File: config.mk
export PLATFORM = sky130hd
export DESIGN_NAME = rp_reconfig_sequencer
export DESIGN_NICKNAME = d
export VERILOG_FILES = /design/src/rtl/rp_reconfig_sequencer.sv
export SDC_FILE = /design/constraint.sdc
export NUM_CORES = 1
export LEC_CHECK = 0
export ABC_AREA = 0
export BUFFER_PORTS_ARGS = -buffer_cell sky130_fd_sc_hd__buf_4
export CORE_UTILIZATION = 58
export DETAILED_ROUTE_END_ITERATION = 10
export PLACE_DENSITY_LB_ADDON = 0.25
export RECOVER_POWER = 50
export SYNTH_ARGS = -nofsm -noshare
export SYNTH_HDL_FRONTEND = slang
export SYNTH_SLANG_ARGS = --single-unit
File: constraint.sdc
create_clock -name clk -period 2.42 [get_ports clk]
set_input_delay 0.484 -clock clk [delete_from_list [all_inputs] [get_ports clk]]
set_output_delay 0.484 -clock clk [all_outputs]
set_load 0.005 [all_outputs]
File: src/rtl/rp_reconfig_sequencer.sv
// Partial-reconfiguration sequencer for one RP behind the valid/ready stream boundary.
// It gates upstream traffic, drains in-flight beats, decouples the RP, runs the PR loader, resets the RP and releases it.
//
// state      | meaning
// -----------+------------------------------------------------------------
// IDLE       | RP in service, waiting for reconfig_req
// GATE       | upstream gated, waiting for in-flight beats to drain
// DECOUPLE   | RP isolated, single-cycle pr_start to the loader
// WAIT_PR    | loader running, waiting for pr_done / pr_error / timeout
// RP_RESET   | fresh RP logic held in reset for RP_RST_CYCLES cycles
// RELEASE    | reset dropped, RP still isolated for one settling cycle
// FAULT      | load failed; RP isolated and held in reset until a retry
module rp_reconfig_sequencer #(
    parameter int CNT_W         = 8,
    parameter int DRAIN_TIMEOUT = 64,
    parameter int PR_TIMEOUT    = 4096,
    parameter int RP_RST_CYCLES = 8,
    parameter int TMR_W         = 16
) (
    input  logic             clk,
    input  logic             rst,
    input  logic             reconfig_req,
    input  logic             in_fire,
    input  logic             out_fire,
    input  logic             pr_done,
    input  logic             pr_error,
    output logic             pr_start,
    output logic             gate_in,
    output logic             decouple,
    output logic             rp_rst,
    output logic             busy,
    output logic             done,
    output logic             error,
    output logic [1:0]       err_code,
    output logic [CNT_W-1:0] outstanding
);

    typedef enum logic [2:0] {
        S_IDLE,
        S_GATE,
        S_DECOUPLE,
        S_WAIT_PR,
        S_RP_RESET,
        S_RELEASE,
        S_FAULT
    } state_t;

    localparam logic [TMR_W-1:0] DRAIN_LAST = TMR_W'(DRAIN_TIMEOUT - 1);
    localparam logic [TMR_W-1:0] PR_LAST    = TMR_W'(PR_TIMEOUT - 1);
    localparam logic [TMR_W-1:0] RST_LAST   = TMR_W'(RP_RST_CYCLES - 1);
    localparam logic [CNT_W-1:0] CNT_MAX    = '1;

    localparam logic [1:0] EC_NONE    = 2'b00;
    localparam logic [1:0] EC_DRAIN   = 2'b01;
    localparam logic [1:0] EC_PR_ERR  = 2'b10;
    localparam logic [1:0] EC_PR_TOUT = 2'b11;

    state_t           state, state_nxt;
    logic [TMR_W-1:0] timer, timer_nxt;
    logic [CNT_W-1:0] outstanding_nxt;
    logic [1:0]       err_code_nxt;
    logic             error_nxt;
    logic             done_nxt;

    always_ff @(posedge clk) begin
        if (rst) begin
            state       <= S_IDLE;
            timer       <= '0;
            outstanding <= '0;
            err_code    <= EC_NONE;
            error       <= 1'b0;
            done        <= 1'b0;
            pr_start    <= 1'b0;
            gate_in     <= 1'b0;
            decouple    <= 1'b0;
            rp_rst      <= 1'b0;
            busy        <= 1'b0;
        end else begin
            state       <= state_nxt;
            timer       <= timer_nxt;
            outstanding <= outstanding_nxt;
            err_code    <= err_code_nxt;
            error       <= error_nxt;
            done        <= done_nxt;
            // Outputs are decoded from the next state so they line up with the state register.
            pr_start    <= (state_nxt == S_DECOUPLE);
            gate_in     <= (state_nxt != S_IDLE);
            decouple    <= (state_nxt inside {S_DECOUPLE, S_WAIT_PR, S_RP_RESET, S_RELEASE, S_FAULT});
            rp_rst      <= (state_nxt inside {S_RP_RESET, S_FAULT});
            busy        <= (state_nxt != S_IDLE);
        end
    end

    always_comb begin
        state_nxt    = state;
        err_code_nxt = err_code;
        error_nxt    = 1'b0;
        done_nxt     = 1'b0;
        timer_nxt    = timer;

        case (state)
            S_IDLE: begin
                if (reconfig_req) begin
                    state_nxt    = S_GATE;
                    err_code_nxt = EC_NONE;
                end
            end
            S_GATE: begin
                if (outstanding == '0) begin
                    state_nxt = S_DECOUPLE;
                end else if (timer == DRAIN_LAST) begin
                    // Give up on draining; the old RP keeps serving traffic.
                    state_nxt    = S_IDLE;
                    error_nxt    = 1'b1;
                    err_code_nxt = EC_DRAIN;
                end
            end
            S_DECOUPLE: begin
                state_nxt = S_WAIT_PR;
            end
            S_WAIT_PR: begin
                if (pr_error) begin
                    state_nxt    = S_FAULT;
                    error_nxt    = 1'b1;
                    err_code_nxt = EC_PR_ERR;
                end else if (pr_done) begin
                    state_nxt = S_RP_RESET;
                end else if (timer == PR_LAST) begin
                    state_nxt    = S_FAULT;
                    error_nxt    = 1'b1;
                    err_code_nxt = EC_PR_TOUT;
                end
            end
            S_RP_RESET: begin
                if (timer == RST_LAST) begin
                    state_nxt = S_RELEASE;
                end
            end
            S_RELEASE: begin
                state_nxt = S_IDLE;
                done_nxt  = 1'b1;
            end
            S_FAULT: begin
                // Retry skips the drain: the RP has been isolated since the failed load.
                if (reconfig_req) begin
                    state_nxt    = S_DECOUPLE;
                    err_code_nxt = EC_NONE;
                end
            end
            default: begin
                state_nxt = S_IDLE;
            end
        endcase

        if (state_nxt != state) begin
            timer_nxt = '0;
        end else if (state inside {S_GATE, S_WAIT_PR, S_RP_RESET}) begin
            timer_nxt = timer + 1'b1;
        end
    end

    always_comb begin
        outstanding_nxt = outstanding;
        case ({in_fire, out_fire})
            2'b10: if (outstanding != CNT_MAX) outstanding_nxt = outstanding + 1'b1;
            2'b01: if (outstanding != '0)      outstanding_nxt = outstanding - 1'b1;
            default: outstanding_nxt = outstanding;
        endcase
    end

endmodule

Yosys cells after proc, flatten, opt, wreduce, memory -nomap -nowiden

Index checks and enable logic that the tools add are counted.

Muxes and demuxes: 26
Equality and inequality tests: 25
Div/mod/pow operators: 0
Bitwise operators: 0
Shifts and indexed selects: 0
$lt $le $gt $ge: 0
$mul: 0
Add/subtract/negate cells: 3
Reduce and logical (&&, ||, !) cells: 13

Operator list:

| kind                  | number |
|---|---|
| $mux 3                | 8 |
| $eq 3x3->1 const B    | 6 |
| $pmux 3 s6            | 1 |
| $add 16x1->16 const B | 1 |
| $eq 16x12->1 const B  | 1 |
| $eq 16x3->1 const B   | 1 |
| $eq 16x6->1 const B   | 1 |
| $mux 8                | 2 |
| $pmux 8 s2            | 1 |
| $eq 3x2->1 const B    | 4 |
| $mux 2                | 6 |
| $reduce_bool 3->1     | 3 |
| $add 8x1->8 const B   | 1 |
| $logic_not 8->1       | 1 |
| $ne 2x2->1 const B    | 4 |
| $ne 8x8->1 const B    | 1 |
| $reduce_bool 8->1     | 1 |
| $sub 8x1->8 const B   | 1 |
| $mux 1                | 6 |
| $ne 3x3->1 const B    | 2 |
| $pmux 2 s3            | 1 |
| $reduce_and 6->1      | 1 |
| $reduce_bool 5->1     | 1 |
| $reduce_bool 2->1     | 2 |
| 9 further kinds       | 10 |

Memories kept: 0
Output and inout port bits: 17
Latch bits: 0
RAM bits: 0
Input port bits: 7
Word-level logic and storage cells: 77
Flip-flop bits (word level): 35
Bits in read-only memories: 0

Longest topological paths before layout

Gate-level depths: netlist of run 1.

Depth in word-level cells: 7
Depth in mapped cells: 8
Depth with buffers taken out: 8

Worst setup path before layout of run 1

OpenSTA, ideal clock, no wires.

Path kind: input port to flip-flop
Start point: in in_fire
End point: reg outstanding[7]
Data arrival time: 2.073 ns
Buffers on the path: 0
Cell stages on the path: 7
Library setup time: 0.121 ns
Setup slack: 0.227 ns
Data required time: 2.299 ns
Path through: nand2b_1 -> inv_1 -> ha_1 -> or3_1 -> o211ai_1 -> mux2i_1 -> mux2_2

Cells in the longest elaborated chain, start to end: 3
Elaborated cells on any way between the ends: 7
Those cells by class: eq/ne: 4; mux: 1; reduce/logical: 2

Ends and longest elaborated chain:

| item                                                             | line | RTL |
|---|---|---|
| start: declaration                                               | 23   | `input logic in_fire,` |
| $eq 2x1->1 or $eq 2x2->1 (tied branches)                         | 164  | `case ({in_fire, out_fire})` |
| $ne 2x2->1 (no source line) or $reduce_bool 2->1 (tied branches) | --   |  |
| $reduce_and 3->1 (no source line)                                | --   |  |
| end signal: assignment                                           | 81   | `outstanding <= outstanding_nxt;` |
| end: declaration                                                 | 35   | `output logic [CNT_W-1:0] outstanding` |

Several ways; a longest one is shown, not always the timed one.
A chain may end at the register's enable or synchronous reset.

Worst setup path in the final report of run 1

Start point: reg timer[12]
End point: reg timer[4]

Cells in the longest elaborated chain, start to end: 7
Elaborated cells on any way between the ends: 12
Those cells by class: eq/ne: 4; mux: 7; reduce/logical: 1

Ends and longest elaborated chain:

| item                                 | line | RTL |
|---|---|---|
| start: declaration                   | 59   | `logic [TMR_W-1:0] timer, timer_nxt;` |
| start signal: assignment             | 80   | `timer <= timer_nxt;` |
| $eq 16x12->1                         | 128  | `end else if (timer == PR_LAST) begin` |
| $mux 3                               | 128  |  |
| $mux 3                               | 126  | `end else if (pr_done) begin` |
| $mux 3                               | 122  | `if (pr_error) begin` |
| $pmux 3 s6 (*)                       | 101  | `case (state)` |
| $ne 3x3->1 (*)                       | 155  | `if (state_nxt != state) begin` |
| $reduce_or 2->1 (no source line) (*) | --   |  |

Mark *: on every way between the ends. The rest lies on a longest branch, timed or not.

==> key figures, run 1 <==
Place
  – Pre-CTS setup slack: 0.0370 ns
  – Number of buffers added on ports: 23
  – Post-DP HPWL: 3340 um
  – RePlAce Congestion: 0.900

Worst setup path
  – Critical Path Fanout Max: 17
  – CP arrival: 2.44 ns
  – Critical Path RT: 2.66 ns
  – Crit path kind: flip-flop to flip-flop
  – Startpoint Class: flip-flop
  – Crit. End Element: flip-flop
  – Worst reg2reg setup slack: 0.22 ns

Floorplan
  – Core area: 0.00339 sq mm
  – DIE AREA: 0.00385 sq mm
  – Num ports: 24
  – Die width: 62.0 um
  – Initial core utilization: 61.7%
  – Rows: 21
  – Height of the die: 62.0 um

Clock tree
  – # clock sinks: 35
  – Clock tree buffer depth: 2
  – CTS resizes: 0
  – Clk root buf: clkbuf_4
  – # H-tree levels: 2
  – CTS Buf Count: 5
  – TritonCTS clock tree: built
  – CTS hold repair buffers: 0
  – Worst-Skew Late Latency: 0.35 ns
  – Clock slew at reported path FFs: 0.11 ns
  – Post-CTS setup buffers: 0

Cells and area
  – Footprint of the multi-input gates: 0.00125 sq mm
  – Final Core Density: 69.8%
  – Antenna diode count: 0
  – Net total in the final layout: 296
  – Sequential cell area: 701 sq um
  – Area growth syn-to-layout: 13.2%
  – FILL cells: 284
  – Share of cells above drive strength 1: 15.7%

Global routing
  – Overflow after GRT: 0
  – Global Route Usage Sum: 25.1%
  – First-pass GRT wire length: 7020 um
  – Largest net degree at the start of global routing: 23
  – Vias in the first global route: 1,607
  – Initial antenna violation count: 0

STA
  – Final Hold Fails: 0
  – Slew Limit Fails: 0
  – Fmax: 455 MHz
  – Setup TNS: 0 ns
  – Worst Tran Pin Value: 0.560 ns
  – RSZ-0062 raised after global routing: false
  – Final period util: 90.7%
  – Worst slew margin: 62.7%
  – Worst setup margin: 0.224 ns
  – Clock Skews: 0.0144 ns
  – Finish-stage setup viols: 0
  – Tmin final: 2.20 ns
  – Hold slack: 0.457 ns

Logic synthesis
  – Synth Instances: 250
  – Number of flops mapped to enable cells by yosys: 0
  – Avg Inst Size Synth: 8.36 sq um
  – Synthesized area: 0.00209 sq mm
  – Prevailing post-synth register cell: dfxtp_1
  – Async SR Flop Fraction: 0%
  – Post-synth top cells: dfxtp_1 (35), nor3_1 (24), nor2_1 (21)
  – Post-synth top area cell: dfxtp_1
  – Synthesis-stage register bit count: 35
  – Count leader, synth: dfxtp_1
  – Register area share after synthesis: 33.5%
  – Area contributors post-synth: dfxtp_1 (34%), xnor2_1 (6.3%), nor3_1 (5.7%), ha_1 (4.2%), nor2_1 (3.8%)
  – Cell variety after synth: 57
  – Synth top area share: 33.5%
  – Post-synthesis net count: 265
  – Syn. warnings: 0

Route
  – Initial DRC Count: 139
  – DR pass1 iterations: 4
  – ANT nets after route: 0
  – Drt drc: 0
  – Via/cell ratio: 5.85
  – Detailed-route via count: 1,912
  – Routed len/inst: 13.8 um
  – Final wirelength: 4520 um

Outcome
  – Outcome: finished, final reports clean

Hold path
  – Hold Crit Class: input pin to flip-flop

Power
  – Power Total: 1560 uW
  – P per Cell Area: 661 mW/mm^2
  – Leakage power: 0.000883 uW
  – Maximum vdd drop: 0.000456 V

Job
  – Max cap viols: 0
[metrics by stage]
stage,cell area [sq um],cells
global route,2370,327
global placement,2330,320
finish,2370,327
floorplan,2090,250
detailed placement,2330,320
CTS,2380,327
[cells by family (layout without fill, tap and decap cells)]
kind of cell	count (synthesis)	in the layout	synth area share [%]
buf+inv	26	57	6.34
compound gates	40	40	14.2
fa+ha+maj	8	8	5.15
simple gates	115	115	29.4
xor+xnor	19	19	7.96
flops	35	35	33.5
mux	7	7	3.41
[per-layer routing]
layer | wire length [um] | vias to the layer above | track usage, %
li1 | - | 967 | -
met1 | 2110 | 882 | 32.1
met2 | 2080 | 58 | 40.4
met3 | 274 | 5 | 6.21
met4 | 53 | 0 | 10.2
met5 | 0 | - | 0
[cells in the final DEF (no fill, tap or decap), drive strengths merged, types with 3 or more instances in the layout]
master / count
a211oi: 3
a21oi: 4
buf: 13
clkbuf: 25
dfxtp: 35
ha: 7
inv: 17
mux2i: 6
nand2: 15
nand2b: 12
nand3: 13
nand4: 4
nor2: 21
nor2b: 5
nor3: 24
nor4: 6
o2111ai: 4
o21ai: 7
o221ai: 3
xnor2: 15
xor2: 4
[layout make-up]
| type | count | area share [%] |
|---|---|---|
| clock buffer | 5 | 1.59 |
| clock inverter | 2 | 0.581 |
| inverter | 17 | 2.70 |
| multi-input combinational | 189 | 53.0 |
| sequential | 35 | 29.6 |
| tap | 46 | 2.43 |
| timing repair buffer | 33 | 10.1 |
[critical path, stage by stage (launching register included)]
cell and delay (ns):
dfxtp_1 0.36, or4b_1 0.53, or4_1 0.61, nand3_1 0.14, and2_1 0.13, buf_4 0.22
nor3_1 0.09
[power by group]
part	switching, uW	total (uW)	leakage [uW]	internal, uW
combinational	317	576	0.000568	259
clock	195	303	0.0000310	108
sequential	49.2	685	0.000284	636
[flip-flops by register name, indices dropped and copies added (netlist names)]
register and flops:
state 3, error 1, done 1, outstanding 8
pr_start 1, busy 1, err_code 2, rp_rst 1
timer 16, decouple 1
[worst paths after layout]
kind                from        endpoint  cells after the start
max            timer[12]        timer[4]                      6
min                  rst  outstanding[1]                      2
max reg2reg    timer[12]        timer[4]                      6
min reg2reg  err_code[0]     err_code[0]                      2
No activity file was read; power rests on OpenSTA's default activity.
==> run 2: changes to the inputs <==
--- a/config.mk
+++ b/config.mk
@@ -6,7 +6,8 @@
 export NUM_CORES = 1
 export LEC_CHECK = 0
 export ABC_AREA = 0
-export BUFFER_PORTS_ARGS = -buffer_cell sky130_fd_sc_hd__buf_4
+export BUFFER_PORTS_ARGS = -buffer_cell sky130_fd_sc_hd__clkbuf_2
+export CORE_MARGIN = 2
 export CORE_UTILIZATION = 58
 export DETAILED_ROUTE_END_ITERATION = 10
 export PLACE_DENSITY_LB_ADDON = 0.25
==> run 2 against run 1 <==
- non-clock buffer count did not move
- cell count increased by 0.31%
- count of clock-buffer cells in the layout increased by 1
- final area is 2.4% lower
- combinational power fell by 4.3%
- clock power about the same
- largest cell class unchanged
- setup slack better by 0.015 ns
- sequential cell count unchanged
- via count down 1.5%
- maximum frequency rose by 0.69%
- critical path depth unchanged
==> key figures, run 2 (synthesized netlist as in run 1, its figures left out) <==
Worst setup path
  – Max incr delay on CP: 0.61 ns (about the same)
  – R2R depth: 6 (unchanged)
  – Reg2Reg Launch Point: timer[12]
  – CP Cell Sequence: or4b_1, or4_1, nand3_1, and2_1, buf_4, nor4_2
  – Worst reg2reg setup slack: 0.24 ns (about the same)
  – Crit. End Element: flip-flop
  – Startpoint Class: flip-flop
  – Critical Path RT: 2.64 ns (-0.02 ns)
  – Crit path kind: flip-flop to flip-flop
  – Reg2reg end: pr_start
  – CP arrival: 2.40 ns (-0.04 ns)
  – Crit-path slowest cell: or4_1
  – Critical Path Fanout Max: 17 (unchanged)
  – CP Buf/Inv Count: 1 (unchanged)
  – Delay-heaviest family, CP: simple AND/OR/NAND/NOR gates

Power
  – Leakage power: 0.000862 uW (-2.3%)
  – Sw power: 556 uW (-1.1%)
  – Power share of the sequential group: 44.4% (+0.6 points)
  – Switching share of power: 36.1% (+0.20 points)
  – Internal: 983 uW (-1.9%)
  – P per Cell Area: 666 mW/mm^2 (+0.79%)
  – Combinational share of power: 35.8% (-1.0 points)
  – Power share of the clock group: 19.8% (+0.4 points)
  – Maximum vdd drop: 0.000631 V (+38%)
  – Power Total: 1540 uW (-1.6%)

Global routing
  – Global Route Usage Sum: 23.4% (-1.7 points)
  – Initial antenna violation count: 0 (unchanged)
  – Largest net degree at the start of global routing: 23 (unchanged)
  – Vias in the first global route: 1,759 (+9.5%)
  – Overflow after GRT: 0 (unchanged)
  – First-pass GRT wire length: 7700 um (+9.7%)

Route
  – DR pass1 iterations: 4 (unchanged)
  – Initial DRC Count: 111 (-20%)
  – Drt drc: 0 (unchanged)
  – Via/cell ratio: 5.74 (-1.8%)
  – ANT nets after route: 0 (unchanged)
  – Routed len/inst: 13.2 um (-4.4%)
  – Final wirelength: 4330 um (-4.1%)
  – Detailed-route via count: 1,883 (-1.5%)

Place
  – Placed cell count: 320 (unchanged)
  – Post-DP HPWL: 3220 um (-3.5%)
  – Number of buffers added on ports: 23 (unchanged)
  – RePlAce Congestion: 0.905 (+0.60%)

Cells and area
  – Commonest non-fill, non-tap cell in the layout: dfxtp_1
  – Post-route insts no fill: 328 (+0.31%)
  – Max reg flops: 16 (unchanged)
  – Share of cells above drive strength 1: 14.5% (-1.1 points)
  – Most frequent cells in the layout: dfxtp_1 (35), nor3_1 (24), nor2_1 (21), clkbuf_2 (19), inv_1 (17)
  – Area growth syn-to-layout: 10.5%
  – FILL cells: 290 (+2.1%)
  – Antenna diode count: 0 (unchanged)
  – Top Registers: timer: 16 flops, outstanding: 8 flops, state: 3 flops
  – Most flops, register: timer
  – Net total in the final layout: 296 (unchanged)

STA
  – Worst Tran Pin Value: 0.589 ns (+0.0297 ns)
  – Clock Skews: 0.00547 ns (-0.00891 ns)
  – RSZ-0062 raised after global routing: false
  – Tmin final: 2.18 ns (-0.0150 ns)
  – Finish-stage setup viols: 0 (unchanged)
  – Setup TNS: 0 ns (unchanged)
  – Final Hold Fails: 0 (unchanged)
  – Slew Limit Fails: 0 (unchanged)
  – Fmax: 458 MHz (+0.69%)
  – Worst slew margin: 60.4% (-2.3 points)
  – Final period util: 90.1% (-0.62 points)

Clock tree
  – TritonCTS clock tree: built
  – Clock slew at reported path FFs: 0.10 ns (about the same)
  – CTS Buf Count: 5 (unchanged)
  – CTS resizes: 0 (unchanged)
  – Clock tree buffer depth: 2 (unchanged)
  – Post-CTS setup buffers: 0 (unchanged)
  – Clk root buf: clkbuf_4
  – # H-tree levels: 2 (unchanged)
  – Worst-Skew Late Latency: 0.34 ns (about the same)
  – # clock sinks: 35 (unchanged)
  – CTS hold repair buffers: 0 (unchanged)

Floorplan
  – Core area: 0.00339 sq mm (unchanged)
  – Die width: 64.0 um (+3.2%)
  – Rows: 21 (unchanged)
  – Initial core utilization: 61.7% (unchanged)
  – DIE AREA: 0.00410 sq mm (+6.6%)
  – Num ports: 24 (unchanged)
  – Height of the die: 64.0 um (+3.2%)

Outcome
  – Outcome: finished, final reports clean

Hold path
  – Worst Hold End: err_code[0]
  – HP Start: err_code[0]
  – Hold Crit Class: flip-flop to flip-flop
  – Cell depth of the worst hold path: 2 (unchanged)

Job
  – Max cap viols: 0 (unchanged)
[run 2: layout make-up]
class                           instances  area, sq um  share of cell area [%]
Clock buffer                            6         41.3                    1.79
Clock inverter                          2         12.5                   0.541
Inverter                               17         63.8                    2.76
Multi-Input combinational cell        189         1250                    54.2
Sequential cell                        35          701                    30.3
Tap cell                               46         57.6                    2.49
Timing Repair Buffer                   33          181                    7.85
[run 2: worst max path at each step]
stage,end,cells past startpoint,slack [ns],from
detailed placement,outstanding[7],8,0.06,in_fire
global placement,outstanding[7],8,0.13,in_fire
CTS,pr_start,5,0.28,timer[12]
global route,timer[0],6,0.08,timer[12]
floorplan,outstanding[7],7,0.23,in_fire
finish,pr_start,6,0.24,timer[12]
[run 2: through the flow]
step,setup WS [ns],utilization (%),instance area (sq um),hold WS (ns)
floorplan,0.227,-,2090,0.469
global placement,0.130,67.0,2270,0.465
CTS,0.281,68.5,2320,0.499
global route,0.0773,68.2,2310,0.526
detailed placement,0.0567,67.0,2270,0.484
finish,0.239,68.2,2310,0.494
[run 2: routing by layer]
layer / track usage, % / wire length (um) / share of wire [%] / vias to the layer above
met2: 37.8 / 1980 / 46 / 52
met1: 30.5 / 2080 / 48 / 868
met5: 0 / 0 / 0 / -
met3: 5.63 / 246 / 5.7 / 4
met4: 8.15 / 34 / 0.78 / 0
li1: - / - / - / 959
[run 2: power by group through the flow]
stage	Sequential [uW]	Clock (uW)	Combinational, uW
floorplan	701	0	398
global placement	694	0	545
detailed placement	696	0	554
CTS	683	316	556
global route	690	340	621
finish	684	305	551
[run 2: worst reg2reg max path: stages (launching register included)]
cell and delay (ns):
dfxtp_1 0.36, or4b_1 0.53, or4_1 0.61, nand3_1 0.14, and2_1 0.13, buf_4 0.22, nor4_2 0.08
==> run 3: changes to the inputs <==
--- a/config.mk
+++ b/config.mk
@@ -8,7 +8,7 @@
 export ABC_AREA = 0
 export BUFFER_PORTS_ARGS = -buffer_cell sky130_fd_sc_hd__clkbuf_2
 export CORE_MARGIN = 2
-export CORE_UTILIZATION = 58
+export CORE_UTILIZATION = 30
 export DETAILED_ROUTE_END_ITERATION = 10
 export PLACE_DENSITY_LB_ADDON = 0.25
 export RECOVER_POWER = 50
==> run 3 against run 2 <==
- setup slack gained 0.029 ns
- first-iteration DRC count shrank 24%
- non-clock buffer count grew 1
- critical path type unchanged
- largest cell class unchanged
==> key figures, run 3 (synthesized netlist as in run 1, its figures left out) <==
Outcome
  – Outcome: finished, final reports clean

STA
  – Finish-stage setup viols: 0 (unchanged)
  – Setup TNS: 0 ns (unchanged)
  – Final period util: 88.9% (-1.2 points)
  – Slew Limit Fails: 0 (unchanged)
  – Tmin final: 2.15 ns (-0.0287 ns)
  – Worst slew margin: 42.2% (-18 points)
  – Clock Skews: 0.0105 ns (+0.00502 ns)
  – Worst Tran Pin Value: 0.862 ns (+0.272 ns)
  – RSZ-0062 raised after global routing: false
  – Final Hold Fails: 0 (unchanged)
  – Fmax: 465 MHz (+1.3%)
  – Worst setup margin: 0.268 ns (+0.0287 ns)

Cells and area
  – Post-route insts no fill: 363 (+11%)
  – Max reg flops: 16 (unchanged)
  – Area growth syn-to-layout: 14.2%
  – Most flops, register: timer
  – Net total in the final layout: 297 (+0.34%)
  – Post-route design area: 0.00239 sq mm (+3.4%)
  – FILL cells: 753 (+160%)
  – Antenna diode count: 0 (unchanged)
  – Share of cells above drive strength 1: 13.4% (-1.1 points)
  – Most frequent cells in the layout: dfxtp_1 (35), nor3_1 (24), nor2_1 (21), inv_1 (17)
  – Commonest non-fill, non-tap cell in the layout: dfxtp_1
  – Top Registers: timer: 16 flops, outstanding: 8 flops, state: 3 flops
  – Final Core Density: 35.4% (-33 points)

Clock tree
  – CTS resizes: 0 (unchanged)
  – # H-tree levels: 2 (unchanged)
  – Clock tree buffer depth: 2 (unchanged)
  – Clock slew at reported path FFs: 0.08 ns (-0.02 ns)
  – CTS Buf Count: 5 (unchanged)
  – Post-CTS setup buffers: 0 (unchanged)
  – CTS hold repair buffers: 0 (unchanged)
  – Clk root buf: clkbuf_8
  – TritonCTS clock tree: built
  – # clock sinks: 35 (unchanged)
  – Worst-Skew Late Latency: 0.29 ns (-0.05 ns)

Power
  – Power share of the clock group: 25.6% (+5.8 points)
  – Sw power: 596 uW (+7.2%)
  – Maximum vdd drop: 0.000199 V (-68%)
  – Internal: 1070 uW (+8.8%)
  – Leakage power: 0.000866 uW (+0.41%)
  – Switching share of power: 35.8% (-0.34 points)
  – P per Cell Area: 697 mW/mm^2 (+4.7%)
  – Combinational share of power: 33.4% (-2.4 points)
  – Power share of the sequential group: 41.1% (-3.3 points)

Worst setup path
  – Critical Path RT: 2.62 ns (-0.02 ns)
  – Crit path launch: timer[12]
  – R2R depth: 5 (-1)
  – Critical Path Fanout Max: 4 (-13)
  – Worst reg2reg setup slack: 0.27 ns (+0.03 ns)
  – Startpoint Class: flip-flop
  – Crit path kind: flip-flop to flip-flop
  – Reg2Reg Launch Point: timer[12]
  – Crit. End Element: flip-flop
  – Reg2reg end: pr_start
  – CP arrival: 2.36 ns (-0.04 ns)

Hold path
  – Worst Hold End: err_code[0]
  – HP Start: err_code[0]
  – Cell depth of the worst hold path: 2 (unchanged)
  – Hold Crit Class: flip-flop to flip-flop

Route
  – DR pass1 iterations: 4 (unchanged)
  – Via/cell ratio: 5.06 (-12%)
  – Final wirelength: 4760 um (+9.8%)
  – ANT nets after route: 0 (unchanged)
  – Drt drc: 0 (unchanged)
  – Initial DRC Count: 84 (-24%)
  – Detailed-route via count: 1,837 (-2.4%)
  – Routed len/inst: 13.1 um (-0.80%)

Place
  – Dpl cell area: 0.00232 sq mm (+2.2%)
  – Number of buffers added on ports: 23 (unchanged)
  – Pre-CTS setup slack: 0.0689 ns (+0.0122 ns)
  – Post-DP HPWL: 3570 um (+11%)
  – Placed cell count: 355 (+11%)
  – RePlAce Congestion: 0.814 (-10%)

Global routing
  – GRT busiest layer: met2
  – Global Route Usage Sum: 12.9% (-11 points)
  – Vias in the first global route: 1,638 (-6.9%)
  – Overflow after GRT: 0 (unchanged)
  – Largest net degree at the start of global routing: 22 (-4.3%)
  – Met3 GRT Util: 3.22% (-2.4 points)
  – GR Util met1: 16.6% (-14 points)
  – GR Util met2: 21.2% (-17 points)
  – Initial antenna violation count: 0 (unchanged)
  – First-pass GRT wire length: 7730 um (+0.44%)

Floorplan
  – Die width: 87.5 um (+37%)
  – Core area: 0.00676 sq mm (+99%)
  – Height of the die: 87.5 um (+37%)
  – Num ports: 24 (unchanged)
  – Rows: 30 (+43%)
  – DIE AREA: 0.00765 sq mm (+87%)
  – Initial core utilization: 30.9% (-31 points)

Job
  – Max cap viols: 0 (unchanged)
==> run 3: cell types whose count changed in the layout (fill, tap and decap cells not counted) <==
cell,before,now
nand2_1,14,15
o21ai_1,0,1
clkbuf_2,19,15
clkinvlp_4,1,2
clkbuf_4,5,0
nand2_2,1,0
clkbuf_1,6,9
o21ai_0,7,6
buf_4,9,10
clkbuf_8,0,5
==> run 3: power groups by stage <==
| stage | registers, uW | clock network, uW | logic, uW |
|---|---|---|---|
| 2_1_floorplan | 701 | 0 | 398 |
| 3_3_place_gp | 700 | 0 | 569 |
| 3_5_place_dp | 701 | 0 | 570 |
| 4_1_cts | 687 | 447 | 573 |
| 5_1_grt | 694 | 473 | 624 |
| 6_report | 685 | 426 | 556 |
==> run 3: critical path: stages, from the launching register on <==
cell and delay [ns]:
dfxtp_1 0.34, or4b_1 0.53, or4_1 0.59, nand2_1 0.17, o311ai_1 0.16, nor4_2 0.27
==> run 3: final cells by class <==
class	instances	area, sq um	share of cell area [%]
Multi-Input combinational cell	189	1250	52.4
Sequential cell	35	701	29.3
Timing Repair Buffer	34	184	7.70
Tap cell	80	100	4.19
Clock buffer	5	68.8	2.88
Inverter	17	63.8	2.67
Clock inverter	3	20.0	0.838
==> run 3: worst max path at each step <==
| stage | endpoint | slack [ns] | cells after the start |
|---|---|---|---|
| floorplan | outstanding[7] | 0.23 | 7 |
| detailed placement | outstanding[7] | 0.07 | 8 |
| CTS | timer[14] | 0.28 | 6 |
| global placement | outstanding[7] | 0.10 | 8 |
| global route | timer[14] | 0.13 | 6 |
| finish | pr_start | 0.27 | 5 |
==> run 3: routing by layer <==
metal,part of all wire [%],up-vias
met2,47,30
met4,1.3,0
met1,49,838
met3,3.2,6
li1,-,963
met5,0,-
==> run 3: metrics by stage <==
stage / hold slack, ns / total power, uW
2_1_floorplan: 0.469 / 1100
3_3_place_gp: 0.470 / 1270
3_5_place_dp: 0.472 / 1270
4_1_cts: 0.491 / 1710
5_1_grt: 0.523 / 1790
6_report: 0.486 / 1670
